===== config.mk =====
export PLATFORM = sky130hd
export DESIGN_NAME = itype_prog_loader
export DESIGN_NICKNAME = d
export VERILOG_FILES = /design/src/rtl/itype_pkg.sv /design/src/rtl/itype_encoder.sv /design/src/rtl/itype_prog_loader.sv
export SDC_FILE = /design/constraint.sdc
export NUM_CORES = 1
export LEC_CHECK = 0
export CAP_MARGIN = 20
export CORE_ASPECT_RATIO = 1.75
export CORE_UTILIZATION = 35
export CTS_BUF_LIST = sky130_fd_sc_hd__clkbuf_8
export DETAILED_ROUTE_END_ITERATION = 8
export PLACE_DENSITY_LB_ADDON = 0.2
export SLEW_MARGIN = 20
export SYNTH_ARGS = -nofsm -noshare
export SYNTH_HDL_FRONTEND = slang
export SYNTH_HIERARCHICAL = 1
export SYNTH_SLANG_ARGS = --single-unit

===== constraint.sdc =====
create_clock -name clk -period 4.75 [get_ports clk]
set_input_delay 0.95 -clock clk [delete_from_list [all_inputs] [get_ports clk]]
set_output_delay 0.95 -clock clk [all_outputs]
set_load 0.02 [all_outputs]

===== src/rtl/itype_pkg.sv =====
// itype_pkg: shared constants and state encoding for the I-type program loader.
`timescale 1ns/1ps
`default_nettype none

package itype_pkg;

  localparam int OPCODE_W = 7;
  localparam int REG_W    = 5;
  localparam int FUNCT3_W = 3;
  localparam int IMM_W    = 12;
  localparam int WORD_W   = 32;

  localparam logic [OPCODE_W-1:0] OP_IMM  = 7'b0010011;
  localparam logic [OPCODE_W-1:0] OP_LOAD = 7'b0000011;
  localparam logic [OPCODE_W-1:0] OP_JALR = 7'b1100111;

  typedef enum logic [1:0] {
    IDLE  = 2'd0,
    LOAD  = 2'd1,
    DRAIN = 2'd2,
    DONE  = 2'd3
  } state_t;

endpackage

`default_nettype wire


===== src/rtl/itype_encoder.sv =====
// itype_encoder: packs I-type fields into a 32-bit word and flags illegal bundles.
// Legality checking is compiled in only when ITYPE_CHECK_EN is defined.
`timescale 1ns/1ps
`default_nettype none

module itype_encoder
  import itype_pkg::*;
(
  input  logic [OPCODE_W-1:0] opcode,
  input  logic [REG_W-1:0]    rd,
  input  logic [FUNCT3_W-1:0] funct3,
  input  logic [REG_W-1:0]    rs1,
  input  logic [IMM_W-1:0]    imm,
  output logic [WORD_W-1:0]   word,
  output logic                legal
);

  assign word = {imm, rs1, funct3, rd, opcode};

`ifdef ITYPE_CHECK_EN
  // Shift-immediate forms carry funct7 in imm[11:5]; only SRAI may use 0100000.
  always_comb begin
    legal = 1'b0;
    case (opcode)
      OP_IMM: begin
        legal = 1'b1;
        if ((funct3 == 3'b001) && (imm[11:5] != 7'd0))
          legal = 1'b0;
        if ((funct3 == 3'b101) && (imm[11:5] != 7'd0) && (imm[11:5] != 7'b0100000))
          legal = 1'b0;
      end
      OP_LOAD: legal = 1'b1;
      OP_JALR: legal = (funct3 == 3'b000);
      default: legal = 1'b0;
    endcase
  end
`else
  assign legal = 1'b1;
`endif

endmodule

`default_nettype wire


===== src/rtl/itype_prog_loader.sv =====
// itype_prog_loader: streams I-type bundles into sequential instruction-memory words,
// then raises core_run. Optional legality check via ITYPE_CHECK_EN (adds err_illegal).
`timescale 1ns/1ps
`default_nettype none

module itype_prog_loader
  import itype_pkg::*;
#(
  parameter int ADDR_W = 5,
  parameter int DEPTH  = 32
) (
  input  logic                clk,
  input  logic                rst_n,
  input  logic                start,
  input  logic                in_valid,
  output logic                in_ready,
  input  logic                in_last,
  input  logic [OPCODE_W-1:0] opcode,
  input  logic [REG_W-1:0]    rd,
  input  logic [FUNCT3_W-1:0] funct3,
  input  logic [REG_W-1:0]    rs1,
  input  logic [IMM_W-1:0]    imm,
  output logic                mem_we,
  output logic [ADDR_W-1:0]   mem_addr,
  output logic [WORD_W-1:0]   mem_wdata,
  output logic [ADDR_W:0]     count,
  output logic                core_run,
  output logic                err_full
`ifdef ITYPE_CHECK_EN
  ,
  output logic                err_illegal
`endif
);

  localparam logic [ADDR_W:0] DEPTH_CNT = (ADDR_W+1)'(DEPTH);

  state_t              state;
  state_t              state_next;
  logic [WORD_W-1:0]   word;
  logic                legal;
  logic                accept;
  logic                write;
  logic                fills;
  logic                clear_session;
  logic [ADDR_W:0]     count_inc;

  itype_encoder u_encoder (
    .opcode (opcode),
    .rd     (rd),
    .funct3 (funct3),
    .rs1    (rs1),
    .imm    (imm),
    .word   (word),
    .legal  (legal)
  );

  assign accept        = in_valid && (state == LOAD);
  assign write         = accept && legal;
  assign count_inc     = count + 1'b1;
  assign fills         = write && (count_inc == DEPTH_CNT);
  assign clear_session = start && ((state == IDLE) || (state == DONE));

  always_ff @(posedge clk or negedge rst_n) begin
    if (!rst_n) state <= IDLE;
    else        state <= state_next;
  end

  always_comb begin
    state_next = state;
    case (state)
      IDLE:  if (start) state_next = LOAD;
      LOAD:  if (accept && (in_last || fills)) state_next = DRAIN;
      DRAIN: state_next = DONE;
      DONE:  if (start) state_next = LOAD;
      default: state_next = IDLE;
    endcase
  end

  always_comb begin
    in_ready = (state == LOAD);
  end

  always_ff @(posedge clk or negedge rst_n) begin
    if (!rst_n) begin
      mem_we    <= 1'b0;
      mem_addr  <= '0;
      mem_wdata <= '0;
      count     <= '0;
      core_run  <= 1'b0;
      err_full  <= 1'b0;
    end else begin
      mem_we   <= write;
      core_run <= (state_next == DONE);
      if (write) begin
        mem_addr  <= count[ADDR_W-1:0];
        mem_wdata <= word;
      end
      if (clear_session)  count <= '0;
      else if (write)     count <= count_inc;
      // A bundle that both fills memory and ends the program is a clean finish.
      if (clear_session)          err_full <= 1'b0;
      else if (fills && !in_last) err_full <= 1'b1;
    end
  end

`ifdef ITYPE_CHECK_EN
  always_ff @(posedge clk or negedge rst_n) begin
    if (!rst_n)                  err_illegal <= 1'b0;
    else if (clear_session)      err_illegal <= 1'b0;
    else if (accept && !legal)   err_illegal <= 1'b1;
  end
`endif

endmodule

`default_nettype wire


==> results of run 1 <==
## layout make-up
class / instances / area, µm²
clock inverter: 2 / 11.3
fill: 627 / 3220
clock buffer: 6 / 82.6
inverter: 4 / 15.0
multi-input combinational: 166 / 806
tap: 80 / 100
timing repair buffer: 84 / 836
sequential: 48 / 1200
## logic make-up (layout without fill, tap and decap cells)
kind of cell	Yosys count	count (layout)
AOI/OAI and AO/OA	16	16
xor gates and xnor gates	5	5
adders and majority gates	5	5
buffers and inverters	48	96
DFF	48	48
other	1	1
and+or+nand+nor	139	139
## tightest hold or removal path, stage by stage, from the launching register on
cell and delay (ns):
dfrtp_1 0.35, nand2_1 0.05, nand2_1 0.06
## state kept, by name, indices dropped and copies added, names as in the netlist
name / flops
core_run: 1
count: 6
err_full: 1
mem_addr: 5
mem_wdata: 32
mem_we: 1
state: 2
## final timing paths
path / endpoint / slack (ns)
max: core_run / 1.56
min: mem_wdata[27] / 0.48
max reg2reg: core_run / 1.94
min reg2reg: mem_wdata[27] / 0.48
max in group asynchronous: mem_wdata[15] / 3.69
min in group asynchronous: mem_wdata[3] / 0.65
## cells in the mapped netlist, drive strengths merged
cell type,number,area (µm²)
a2111oi,2,25.0
a211o,1,8.76
a21oi,4,20.0
a2bb2oi,1,8.76
a31o,1,8.76
and2,1,6.26
and3,1,11.3
and3b,2,17.5
buf,37,263
clkbuf,7,26.3
conb,1,3.75
dfrtp,48,1200
ha,5,62.6
inv,4,15.0
nand2,116,435
nand3,3,15.0
nand4,3,18.8
nor2,10,37.5
nor2b,1,6.26
nor3b,1,7.51
o211a,1,10.0
o211ai,2,15.0
o21ai,2,10.0
o311ai,1,8.76
o32ai,1,8.76
or3,1,11.3
xnor2,1,8.76
xor2,4,35.0
## through the flow
step / power (mW) / instance area, µm² / util (%)
floorplan: 1.09 / 2310 / -
global placement: 1.46 / 2960 / 47.1
detailed placement: 1.47 / 2960 / 47.1
CTS: 1.72 / 3050 / 48.6
global route: 1.82 / 3050 / 48.6
finish: 1.70 / 3050 / 48.6
## metal layers
layer / track usage (%) / routed length [µm]
met5: 0 / 0
met4: 7.14 / 113
met3: 2.70 / 236
met2: 26.1 / 2530
met1: 16.6 / 1910
## power breakdown
part	total [mW]	switching (mW)	internal [mW]
Combinational	0.799	0.424	0.374
Sequential	0.654	0.0935	0.560
Clock	0.245	0.129	0.116
Total	1.70	0.647	1.05
==> results.yml, run 1 <==
cells_and_area:
  syn_to_final_growth_pct: 32.3
  finalNonFillerCells: 390
  layout_commonest_cell: "nand2_1"
  nNetsFinal: 351
  drive_gt1_share_pct: 4.84
  final_cell_mix: "116 x nand2_1, 82 x clkdlybuf4s50_1, 48 x dfrtp_1, 10 x nor2_1, 6 x clkbuf_8"
  antenna_cells: 0
sta:
  setup_ws_ns: 1.56
  slew_violations: 0
  fmax_ghz: 0.313
  relSlewSlack_pct: 51.1
  finalSetupTns_ns: 0
  hold-worst-slack_ns: 0.478
  period_share_pct: 67.2
  period_minus_slack_ns: 3.19
  finClkSkew_ns: 0.00181
  rsz0062_at_grt: "false"
  finalSetupViolCount: 0
  tightest_slew_ns: 0.733
  final-hold-violation-count: 0
global_routing:
  grt-ovfl-total: 0
  grt_pass1_wl_mm: 7.96
  grt_max_degree: 49
  antenna_found_initial: 0
  grt_pass1_vias: 1765
  gr-usage-all-layers_pct: 14.7
critical_path:
  max_stage_delay_ns: 0.59
  crit_path_end_kind: "flip-flop"
  cp.required_ns: 4.94
  cp.depth: 7
  crit_family: "buffers and inverters"
  crit_chain: "clkdlybuf4s50_1 -> nand3_2 -> buf_4 -> inv_2 -> nand3_1 -> a2111oi_2 -> and3b_1"
  r2r.worst_path.cells: 8
  cp_slowest_cell: "inv_2"
  crit_fanout: 45
  critical_path_class: "input pin to flip-flop"
  r2r_start: "state[1]"
  worst-path-buf-inv: 3
  critPathLaunch: "in_valid"
  startpoint_type: "input pin"
  crit_arrival_ns: 3.38
hold_path:
  hold_class: "flip-flop to flip-flop"
  hold_depth: 2
  min_from: "mem_wdata[27]"
die:
  rows: 38
  fp.dieW_um: 63.4
  io_pins: 84
  start_util_pct: 36.7
  die_y_um: 109
  design.core.area_um2: 6280
  die_area_um2: 6930
synth:
  yosys_register_bits: 48
  synth-simple-area-share_pct: 24.6
  avgSynthCellArea_um2: 8.80
  yosysSeqAreaShare_pct: 52.1
  synthMuxAreaShare_pct: 0
  synth_nets: 304
  syn_inst: 262
  synth_area_um2: 2310
  synth_compound_area_share_pct: 5.37
  synth_top_family_by_area: "simple AND/OR/NAND/NOR gates"
  synth_adder_area_share_pct: 2.71
  synth_xor_xnor_area_share_pct: 1.90
  yosysWarnings: 6
  synth_cell_types: 31
power_and_ir_drop:
  p_leak_nw: 1.47
  vdd_drop_max_mv: 0.285
  power.density_nw_per_um2: 556
place:
  hpwl_mm: 3.38
  placed_cells: 382
  gp_congestion: 0.801
  io_buffers: 83
  post-place-ws_ns: 1.24
clocking:
  cts_setup_buffers: 0
  cts_inserted_buffers: 5
  h-tree-depth: 2
  ctsRootBufferMaster: "clkbuf_8"
  clkLatencyLatePin_ns: 0.29
  clockBufferDepth: 2
  cts.clk_slew.worst_paths_ns: 0.08
  cts_tree: "done"
  post_cts_resized: 0
  postCtsHoldBufs: 0
  clock-sinks: 48
drt:
  antenna_left: 0
  drc_errors: 0
  drt_iter0_drc: 83
  wl_mm: 4.79
  num_vias: 1738
  post_drt_wl_per_cell_um: 12.3
  drt_pre_antenna_iters: 4
  via_per_inst: 4.46
run:
  cap_violations: 0
run_status:
  outcome: "completed"
Note: power is estimated with default switching activity, not from simulation.
==> run 2: changes to the inputs <==
==> constraint.sdc (replaced) <==
create_clock -name clk -period 3.25 [get_ports clk]
set_input_delay 0.65 -clock clk [delete_from_list [all_inputs] [get_ports clk]]
set_output_delay 0.65 -clock clk [all_outputs]
set_load 0.02 [all_outputs]
==> run 2 against run 1 <==
Flip-flop and latch count is the same. Combinational power grew 48%. Sequential power grew 45%. Largest cell class unchanged.
==> results.yml, run 2 (synthesis gave the netlist of run 1 again) <==
global_routing:
  met1_usage_pct: 17.1
  grt-ovfl-total: 0
  gr-usage-all-layers_pct: 14.9
  antenna_found_initial: 0
  grtUsageMet3_pct: 2.59
  grt_pass1_vias: 1741
  busiest_layer: "met2"
  grt_max_degree: 49
  met2_usage_pct: 27.4
  grt_pass1_wl_mm: 8.22
clocking:
  h-tree-depth: 2
  cts.clk_slew.worst_paths_ns: 0.09
  clockBufferDepth: 2
  postCtsHoldBufs: 0
  cts_setup_buffers: 0
  post_cts_resized: 0
  clkLatencyLatePin_ns: 0.29
  clock-sinks: 48
  cts_inserted_buffers: 5
  cts_tree: "done"
  ctsRootBufferMaster: "clkbuf_8"
sta:
  finClkSkew_ns: 0.00348
  finalSetupTns_ns: 0
  finalSetupViolCount: 0
  tightest_slew_ns: 0.603
  period_share_pct: 73.4
  period_minus_slack_ns: 2.39
  fmax_ghz: 0.419
  rsz0062_at_grt: "false"
  hold-worst-slack_ns: 0.361
  final-hold-violation-count: 0
  relSlewSlack_pct: 59.8
  slew_violations: 0
critical_path:
  crit_arrival_ns: 1.74
  r2r_slack_ns: 1.04
  r2r_start: "state[1]"
  critical_path_class: "flip-flop to output pin"
  crit_chain: "inv_1 -> ha_1 -> clkdlybuf4s50_1"
  max_stage_delay_ns: 0.64
  startpoint_type: "flip-flop"
  crit_path_end_kind: "output pin"
  crit_fanout: 5
  cp.required_ns: 2.60
  cp_slowest_cell: "clkdlybuf4s50_1"
  r2r_end: "core_run"
  r2r.worst_path.cells: 7
die:
  design.core.area_um2: 6280
  start_util_pct: 36.7
  die_y_um: 109
  fp.dieW_um: 63.4
  io_pins: 84
  rows: 38
  die_area_um2: 6930
drt:
  antenna_left: 0
  wl_mm: 4.84
  num_vias: 1750
  post_drt_wl_per_cell_um: 12.4
  via_per_inst: 4.48
  drt_iter0_drc: 87
  drt_pre_antenna_iters: 4
  drc_errors: 0
place:
  io_buffers: 83
  placed_cells: 383
  gp_congestion: 0.795
  hpwl_mm: 3.41
run:
  cap_violations: 0
power_and_ir_drop:
  combPwrFrac_pct: 47.1
  p_leak_nw: 1.47
  p_sw_share_pct: 38.3
  p_seq_share_pct: 38.0
  power.density_nw_per_um2: 816
  clkPwrFrac_pct: 14.9
  p_switching_mw: 0.956
  p_int_mw: 1.54
  vdd_drop_max_mv: 0.323
cells_and_area:
  syn_to_final_growth_pct: 32.8
  multiInputGateArea_um2: 806
  top_register: "mem_wdata"
  fill_cells: 634
  antenna_cells: 0
  largest_reg_flops: 32
  finalNonFillerCells: 391
  regArea_um2: 1200
  top_regs: "mem_wdata: 32 flops, count: 6 flops, mem_addr: 5 flops"
  layout_commonest_cell: "nand2_1"
  nNetsFinal: 352
  final_cell_mix: "116 x nand2_1, 82 x clkdlybuf4s50_1, 48 x dfrtp_1, 10 x nor2_1, 6 x clkbuf_8"
  drive_gt1_share_pct: 5.47
hold_path:
  hold_class: "input pin to async pin"
run_status:
  outcome: "completed"
[run 2: final cells by class]
class,count,share of cell area (%)
flip-flops and latches,48,39.2
inverters,4,0.490
clock inverters,2,0.450
repair buffers,85,27.5
clock buffers,6,2.70
multi-input cells,166,26.3
well taps,80,3.27
[run 2: metrics by stage]
stage | util, % | total power, mW | worst slack, ns | cell area [µm²]
floorplan | - | 1.59 | 1.35 | 2310
global placement | 47.2 | 2.13 | 0.670 | 2960
detailed placement | 47.2 | 2.16 | 0.622 | 2960
CTS | 48.7 | 2.54 | 0.837 | 3060
global route | 48.8 | 2.68 | 0.768 | 3060
finish | 48.8 | 2.50 | 0.863 | 3060
[run 2: critical path, delay by kind of cell (launching register included)]
family / cells / cell delay (ns)
buffers and inverters: 2 / 0.74
DFF: 1 / 0.44
adders and majority gates: 1 / 0.26
[run 2: power groups by stage]
| stage | clock (mW) | combinational, mW | sequential, mW |
|---|---|---|---|
| 3_3_place_gp | 0 | 1.17 | 0.957 |
| 3_5_place_dp | 0 | 1.19 | 0.961 |
| 4_1_cts | 0.393 | 1.19 | 0.953 |
| 2_1_floorplan | 0 | 0.373 | 1.21 |
| 5_1_grt | 0.414 | 1.28 | 0.979 |
| 6_report | 0.373 | 1.18 | 0.949 |
[run 2: layer usage]
| metal | share of wire (%) | vias up |
|---|---|---|
| met5 | 0 | - |
| met4 | 0.91 | 0 |
| met3 | 4.2 | 2 |
| met2 | 55 | 51 |
| met1 | 40 | 817 |
| li1 | - | 880 |
[run 2: how the worst max path moves through the flow]
| stage | start | end | slack (ns) | cells past startpoint |
|---|---|---|---|---|
| floorplan | state[1] | core_run | 1.35 | 7 |
| global placement | in_valid | core_run | 0.67 | 6 |
| detailed placement | in_valid | core_run | 0.62 | 6 |
| CTS | state[1] | in_ready | 0.84 | 3 |
| global route | state[1] | in_ready | 0.77 | 3 |
| finish | state[1] | in_ready | 0.86 | 3 |
==> run 3: changes to the inputs <==
==> constraint.sdc (replaced) <==
create_clock -name clk -period 2.25 [get_ports clk]
set_input_delay 0.45 -clock clk [delete_from_list [all_inputs] [get_ports clk]]
set_output_delay 0.45 -clock clk [all_outputs]
set_load 0.02 [all_outputs]
==> run 3 against run 2 <==
Routed wire length is 2.6% lower. Hold slack worse by 0.26 ns. Clock power is 48% higher. Clock skew is 0.010 ns higher. Cell count stayed put. Die area stayed put. Largest cell class unchanged. Largest power group unchanged. Sequential share of layout area is 0.25 points lower. Total power is 44% higher. First-iteration DRC count is 21% lower. Via count is 0.63% lower. Critical path depth is 2 lower. Register-to-register slack worse by 0.65 ns. Critical endpoint is now count[4].
==> results.yml, run 3 (synthesis gave the netlist of run 1 again) <==
sta:
  finClkSkew_ns: 0.0136
  tightest_slew_ns: 0.504
  fmax_ghz: 0.515
  period_minus_slack_ns: 1.94
  slew_violations: 0
  rsz0062_at_grt: "false"
  period_share_pct: 86.2
  final-hold-violation-count: 0
  finalSetupViolCount: 0
  relSlewSlack_pct: 66.4
  finalSetupTns_ns: 0
  setup_ws_ns: 0.310
critical_path:
  max_stage_delay_ns: 0.67
  cp.required_ns: 1.80
  crit_chain: "clkdlybuf4s50_1"
  worst-path-buf-inv: 1
  crit_fanout: 8
  crit_arrival_ns: 1.49
  critical_path_class: "flip-flop to output pin"
  crit_path_end_kind: "output pin"
  crit_family: "buffers and inverters"
  startpoint_type: "flip-flop"
  cp_slowest_cell: "clkdlybuf4s50_1"
power_and_ir_drop:
  power.density_nw_per_um2: 1170
  vdd_drop_max_mv: 0.596
  p_leak_nw: 1.49
global_routing:
  antenna_found_initial: 0
  gr-usage-all-layers_pct: 14.9
  grt_max_degree: 45
  grt_pass1_wl_mm: 7.94
  grt-ovfl-total: 0
  grt_pass1_vias: 1710
place:
  hpwl_mm: 3.32
  gp_congestion: 0.866
  io_buffers: 83
  place_area_um2: 2980
  post-place-ws_ns: 0.166
die:
  fp.dieW_um: 63.4
  rows: 38
  design.core.area_um2: 6280
  die_y_um: 109
  die_area_um2: 6930
  start_util_pct: 36.7
  io_pins: 84
cells_and_area:
  fill_cells: 618
  final_cell_mix: "116 x nand2_1, 81 x clkdlybuf4s50_1, 48 x dfrtp_1, 10 x nor2_1, 7 x clkbuf_8"
  largest_reg_flops: 32
  nNetsFinal: 353
  drive_gt1_share_pct: 5.47
  antenna_cells: 0
  utilization_pct: 49.1
  top_register: "mem_wdata"
  top_regs: "mem_wdata: 32 flops, count: 6 flops, mem_addr: 5 flops"
  syn_to_final_growth_pct: 33.6
  layout_commonest_cell: "nand2_1"
  final_area_um2: 3080
clocking:
  clock-sinks: 48
  clkLatencyLatePin_ns: 0.30
  clockBufferDepth: 2
  cts_inserted_buffers: 5
  cts_setup_buffers: 0
  h-tree-depth: 2
  postCtsHoldBufs: 0
  ctsRootBufferMaster: "clkbuf_8"
  cts_tree: "done"
  post_cts_resized: 0
  cts.clk_slew.worst_paths_ns: 0.09
drt:
  via_per_inst: 4.45
  num_vias: 1739
  post_drt_wl_per_cell_um: 12.0
  drt_pre_antenna_iters: 4
  drt_iter0_drc: 69
  wl_mm: 4.71
  drc_errors: 0
  antenna_left: 0
hold_path:
  hold_class: "input pin to async pin"
run_status:
  outcome: "completed"
run:
  cap_violations: 0
[run 3: changes by cell type in the layout (fill, tap and decap cells not counted)]
cell,previous run,this run
buf_12,0,1
buf_2,0,1
buf_4,3,2
clkbuf_8,6,7
clkdlybuf4s50_1,82,81
clkinv_2,1,0
dlymetal6s2s_1,0,1
inv_6,1,0
[run 3: layout make-up]
class,count,area (µm²),area share [%]
flip-flops and latches,48,1200,39.0
repair buffers,86,863,28.0
multi-input cells,166,806,26.1
well taps,80,100,3.25
clock buffers,7,96.3,3.13
inverters,4,15.0,0.487
[run 3: final timing paths]
path / start / endpoint / slack [ns] / cells after the start
max in group asynchronous: rst_n / mem_wdata[16] / 1.61 / 2
hold / removal: rst_n / mem_wdata[0] / 0.1 / 1
setup / recovery: count[4] / count[4] / 0.31 / 1
min in group clk: mem_wdata[3] / mem_wdata[3] / 0.47 / 2
setup reg to reg: count[1] / err_full / 0.39 / 5
hold reg to reg: mem_wdata[3] / mem_wdata[3] / 0.47 / 2
[run 3: where the power goes]
part | total, mW | switching, mW | internal, mW
sequential | 1.37 | 0.187 | 1.18
combinational | 1.69 | 0.894 | 0.794
clock | 0.551 | 0.277 | 0.274
[run 3: layer usage]
layer  track usage [%]  routed length [µm]
met4              8.44                 133
met3              3.84                 257
met2              25.6                2450
met5                 0                   0
met1              16.5                1870
[run 3: through the flow]
step | hold slack [ns] | power [mW] | cells
finish | 0.0993 | 3.61 | 391
CTS | 0.110 | 3.67 | 391
global placement | 0.446 | 3.08 | 384
floorplan | 0.154 | 2.29 | 262
detailed placement | 0.454 | 3.10 | 384
global route | 0.130 | 3.87 | 391
